**src/rtl/fdivsqrt_iter_ctrl.sv**
```systemverilog
// Iteration controller for the radix-4 divide/sqrt recurrence: accept, per-step enables, done hold.
// Optional early termination on a zero residual is enabled by defining FDIVSQRT_EARLY_TERM_EN.
module fdivsqrt_iter_ctrl #(
  parameter int CNTW    = 6,
  parameter int MAXITER = 32
) (
  input  logic            clk,
  input  logic            reset_n,
  input  logic            Start,
  output logic            Ready,
  input  logic            SqrtE,
  input  logic [CNTW-1:0] NumIter,
  input  logic            SpecialCase,
  input  logic            Flush,
  input  logic            ResZero,
  input  logic            ResultAck,
  output logic            InitE,
  output logic            IterEn,
  output logic            SqrtM,
  output logic            Busy,
  output logic            Done,
  output logic [CNTW-1:0] IterCount
);

  localparam logic [1:0] S_IDLE = 2'd0;
  localparam logic [1:0] S_ITER = 2'd1;
  localparam logic [1:0] S_DONE = 2'd2;

  localparam logic [CNTW-1:0] MAX_N = CNTW'(MAXITER);
  localparam logic [CNTW-1:0] ONE   = CNTW'(1);

  logic [1:0]      state_q, state_d;
  logic [CNTW-1:0] rem_q, rem_d;
  logic [CNTW-1:0] cnt_q, cnt_d;
  logic            sqrtm_q, sqrtm_d;
  logic            accept;
  logic            term;
  logic [CNTW-1:0] n_eff;

  assign Ready     = ~Flush & ((state_q == S_IDLE) | ((state_q == S_DONE) & ResultAck));
  assign accept    = Start & Ready;
  // Ready idles high during reset, so gate InitE to keep the datapath quiet until release.
  assign InitE     = accept & reset_n;
  assign IterEn    = (state_q == S_ITER) & ~Flush;
  assign Busy      = (state_q != S_IDLE);
  assign Done      = (state_q == S_DONE);
  assign SqrtM     = sqrtm_q;
  assign IterCount = cnt_q;

  always_comb begin
    if (NumIter > MAX_N) begin
      n_eff = MAX_N;
    end else if (NumIter == '0) begin
      n_eff = ONE;
    end else begin
      n_eff = NumIter;
    end
  end

`ifdef FDIVSQRT_EARLY_TERM_EN
  assign term = (rem_q == '0) | ResZero;
`else
  logic unused_reszero;
  assign unused_reszero = ResZero;
  assign term = (rem_q == '0);
`endif

  always_comb begin
    state_d = state_q;
    rem_d   = rem_q;
    cnt_d   = cnt_q;
    sqrtm_d = sqrtm_q;
    if (Flush) begin
      state_d = S_IDLE;
      rem_d   = '0;
    end else if (accept) begin
      state_d = SpecialCase ? S_DONE : S_ITER;
      rem_d   = n_eff - ONE;
      cnt_d   = '0;
      sqrtm_d = SqrtE;
    end else begin
      case (state_q)
        S_ITER: begin
          if (cnt_q != '1) begin
            cnt_d = cnt_q + ONE;
          end
          if (term) begin
            state_d = S_DONE;
            rem_d   = '0;
          end else begin
            rem_d = rem_q - ONE;
          end
        end
        S_DONE: begin
          if (ResultAck) begin
            state_d = S_IDLE;
          end
        end
        default: state_d = S_IDLE;
      endcase
    end
  end

  always_ff @(posedge clk or negedge reset_n) begin
    if (!reset_n) begin
      state_q <= S_IDLE;
      rem_q   <= '0;
      cnt_q   <= '0;
      sqrtm_q <= 1'b0;
    end else begin
      state_q <= state_d;
      rem_q   <= rem_d;
      cnt_q   <= cnt_d;
      sqrtm_q <= sqrtm_d;
    end
  end

endmodule

```
**config.mk**
```make
export PLATFORM = sky130hd
export DESIGN_NAME = fdivsqrt_iter_ctrl
export DESIGN_NICKNAME = d
export VERILOG_FILES = /design/src/rtl/fdivsqrt_iter_ctrl.sv
export SDC_FILE = /design/constraint.sdc
export NUM_CORES = 1
export LEC_CHECK = 0
export BUFFER_PORTS_ARGS = -buffer_cell sky130_fd_sc_hd__buf_2
export CORE_MARGIN = 3
export CORE_UTILIZATION = 50
export CTS_BUF_LIST = sky130_fd_sc_hd__clkbuf_8
export DETAILED_ROUTE_END_ITERATION = 10
export PLACE_DENSITY_LB_ADDON = 0.15
export SYNTH_ARGS = -nofsm -noshare
export SYNTH_HDL_FRONTEND = slang
export SYNTH_SLANG_ARGS = --single-unit
```
**constraint.sdc**
```tcl
create_clock -name clk -period 2.5 [get_ports clk]
set_input_delay 0.25 -clock clk [delete_from_list [all_inputs] [get_ports clk]]
set_output_delay 0.25 -clock clk [all_outputs]
set_load 0.05 [all_outputs]
```
==> flow_results.org <==
** Layout
- Share of cells above drive strength 1 :: roughly 29%
- The filler cells instantiated in the layout total between 150 and 200.
- The area growth from synthesis to layout is 17.98%.
- The library cell used most frequently in the layout, excluding fill and tap cells, is sky130_fd_sc_hd__buf_2.
- ANT cells :: 0
- Layout net count :: between 150 and 200
- The library cells used most frequently in the layout, excluding fill and tap cells, are sky130_fd_sc_hd__buf_2 (24), sky130_fd_sc_hd__dfrtp_1 (15), sky130_fd_sc_hd__nand2_1 (14).

** Synth
- The synthesized netlist devotes a little under a fifth of its cell area to compound gates.
- Syn Std Cell Area :: between 1000 and 1500 um^2
- Sequential area share after synthesis :: 36.45%
- Synthesized net count :: 130
- Post-synthesis cell type count :: 45
- After synthesis, the cell types taking the most area are sky130_fd_sc_hd__dfrtp_1 (36%), sky130_fd_sc_hd__nand2_1 (5.1%), sky130_fd_sc_hd__ha_1 (4.9%), sky130_fd_sc_hd__mux2i_1 (2.9%), sky130_fd_sc_hd__nand3_1 (2.9%).
- The synthesized design devotes to its leading area cell type ~36% of total area.
- The largest total area in the synthesized netlist belongs to sky130_fd_sc_hd__dfrtp_1.
- Post-synthesis mux area share :: 4.010%
- The Yosys step of the flow raised 0 warnings.
- Of the total synthesized cell area, the portion taken by full adders, half adders and majority gates is between 4 and 5%.
- Of the total synthesized cell area, the portion taken by XOR and XNOR cells is 1.701%.
- The synthesized netlist devotes 28.68% of its cell area to simple gates.
- Post-synthesis area per instance :: 9.194 um^2
- The cell count after synthesis came out at about 110.
- Largest family of logic cells by synthesized area :: simple AND/OR/NAND/NOR gates
- Counting flops and latches in the post-synthesis netlist gives 15.

** Worst setup path
- The number of buffers and inverters on the critical path is 2.
- Data on the critical path is required at its endpoint by 2.25 ns.
- Of all nets on the critical path, the largest fanout is 10.
- Traced cell by cell, the critical path runs through nor4b_4 -> buf_4 -> and2_1 -> buf_2.
- Kind of end point of the critical path :: output port
- The largest single stage delay on the critical path is ~0.51 ns.
- The cell family contributing the most delay on the critical path is flip-flops.
- Data on the critical path arrives at its endpoint at between 1.5 and 2 ns.
- STA classifies the critical path startpoint as a flip-flop.
- Register-to-Register Setup Slack :: approximately 0.85 ns
- Kind of critical path :: reg -> out
- Library cell contributing the largest single delay on the critical path :: sky130_fd_sc_hd__dfrtp_1

** Placement
- Pre-CTS setup slack :: approximately 0.87 ns
- Routability-driven placement finished with a final weighted congestion of 0.8777.
- After legalization and detailed placement, the total HPWL measured roughly 1700 um.
- Number of port buffers :: 24

** Global routing
- The number of global-route vias before repair was between 900 and 1000.
- Total Routing Usage GR :: between 20% and 30%
- Entering global routing, the biggest net connects 17 pins.
- Wire length of the first global-routing pass :: between 4000 and 5000 um
- Overall overflow remaining after global route :: 0
- The initial antenna violation count was 0.

** Die
- Effective utilization at floorplan :: between 50% and 60%
- Row Count :: 15
- 26 I/O pins were placed.
- Overall die area :: around 2600 um^2
- Chip height :: about 51 um
- Placeable core region :: 1839 um^2
- Horizontal extent of the die :: 51.38 um

** Route
- In the final routed layout, each cell accounts on average for around 14 um.
- For this block, the routed nets add up to between 2000 and 2500 um of wire.
- Highest Signal Layer :: met4
- The detailed router put a total of 1018 um of wire on met1.
- The first routing iteration left 18 violations.
- Via count :: 941
- After detailed routing, the number of remaining DRC violations is 0.
- After detailed routing, the met3 layer carries 144 um of wire.
- The first detailed-routing pass took 4 iterations.
- ANT nets after route :: 0
- Wire segments on met2 add up to about 1100 um in the final route.
- Number of vias per cell after detailed routing :: between 5 and 6

** Power
- The internal portion of the total power is ~0.46 mW.
- In this run the static leakage power is roughly 0.57 nW.
- The worst-case IR drop observed on VDD is around 450 uV.
- For this design the ratio of total power to cell area is approximately 600 nW/um^2.
- Sequential cells burn about two fifths of the power.
- Relative contribution of the clock network to total power :: between 20% and 30%
- Fraction of power consumed by combinational cells :: 32.1%
- In this run switching power makes up 37.28% of total power.
- For this design the total switching power over the nets is approximately 0.27 mW.

** CTS
- The tree is rooted in a sky130_fd_sc_hd__clkbuf_8.
- Htree depth :: 1
- Clock tree from TritonCTS :: yes
- # clock sinks :: 15
- Clk slew on worst S/H paths :: around 0.06 ns
- Worst skew pair latency :: about 0.25 ns
- Number of buffers on the longest clock path :: 2
- The number of clock buffers added by TritonCTS is 3.
- Total setup buffers inserted after CTS :: 0

** Outcome
- The run finished with clean final reports.

** Timing
- Relative max-transition margin :: about 74%
- Final worst clock skew :: 0.001941 ns
- Final Cycle Share :: 74.79%
- For the pin with the worst max-slew slack, the measured transition is around 0.39 ns.
- The number of endpoints with negative hold slack in the final report came to 0.
- Once routing completed, OpenROAD measured the worst setup slack at between 0.6 and 0.7 ns.
- Hold_ws :: ~0.19 ns
- Number of pins exceeding their max-slew limit in the final report :: 0
- Setup violations remaining at the end of the flow were counted as 0.
- Setup repair after global routing missed its margin :: false
- Maximum clock rate :: between 500 and 600 MHz
- For the final routed database, the setup TNS stands at 0 ns.
- Minimum clock period after layout :: roughly 1.9 ns

** Min path
- Class of the most critical hold timing path :: in -> reg

** Job
- Number of violations of the max-capacitance limit :: 0
[cell usage after synthesis (all sizes together)]
library cell	count
a211oi	3
a21oi	5
a221oi	1
a31oi	2
and2	1
and3	1
and4	1
buf	3
dfrtp	15
ha	4
inv	8
mux2	1
mux2i	3
nand2	14
nand2b	3
nand3	6
nand3b	1
nand4	1
nor2	6
nor2b	4
nor3	4
nor3b	1
nor4	1
nor4b	1
o211ai	3
o21ai	7
o221ai	1
o22a	1
o22ai	1
o2bb2ai	1
o31ai	1
o32ai	1
or2	1
or3	1
or4	1
or4b	1
xnor2	2
[state kept, by name, indices dropped and copies added, names as in the netlist]
name       flops
state_q        2
SqrtM          1
rem_q          6
IterCount      6
[final timing paths]
path                        startpoint         end  cells past startpoint
max                         state_q[0]       InitE                      4
min                        SpecialCase  state_q[0]                      2
max reg2reg                 state_q[0]    rem_q[2]                      3
min reg2reg                      SqrtM       SqrtM                      2
max in group asynchronous      reset_n    rem_q[4]                      2
min in group asynchronous      reset_n    rem_q[1]                      2
[metal layers]
metal | vias to the layer above | track usage, %
met5 | - | 0
met4 | 0 | 7.424
met3 | 2 | 4.956
met2 | 30 | 34.75
met1 | 440 | 25.09
li1 | 469 | -
[metrics by stage]
step	utilization [%]	cells	cell area (um^2)	power, mW
6_report	66.05	164	1215	0.7261
5_1_grt	66.05	164	1215	0.7699
4_1_cts	66.05	164	1215	0.7279
3_5_place_dp	62.99	159	1159	0.5277
3_3_place_gp	62.99	159	1159	0.5212
2_1_floorplan	-	112	1030	0.4694
[cell type report]
cell class	count	area, um^2	area share, %
Multi-Input combinational cell	86	594.3	48.92
Clock inverter	1	5.005	0.4119
Timing Repair Buffer	26	137.6	11.33
Tap cell	25	31.28	2.575
Clock buffer	3	41.29	3.399
Inverter	8	30.03	2.472
Sequential cell	15	375.4	30.90
[what timing repair did]
item | in CTS | in global routing
hold endpoints to repair | 15 | 0
gates resized for setup | 0 | 0
hold buffers | 1 | 0
[cells by family (layout without fill, tap and decap cells)]
kind of cell / count (synthesis) / in the layout
buf+inv: 11 / 38
compound gates: 27 / 27
xor+xnor: 2 / 2
mux: 4 / 4
simple gates: 49 / 49
fa+ha+maj: 4 / 4
flops: 15 / 15
[power by group through the flow]
stage	Sequential (mW)	Combinational, mW	Clock, mW
after floorplan	0.320	0.150	0
after global placement	0.296	0.225	0
after detailed placement	0.297	0.230	0
after CTS	0.293	0.234	0.201
after global routing	0.297	0.257	0.215
final	0.294	0.233	0.200
(Power assumes the default switching activity.)
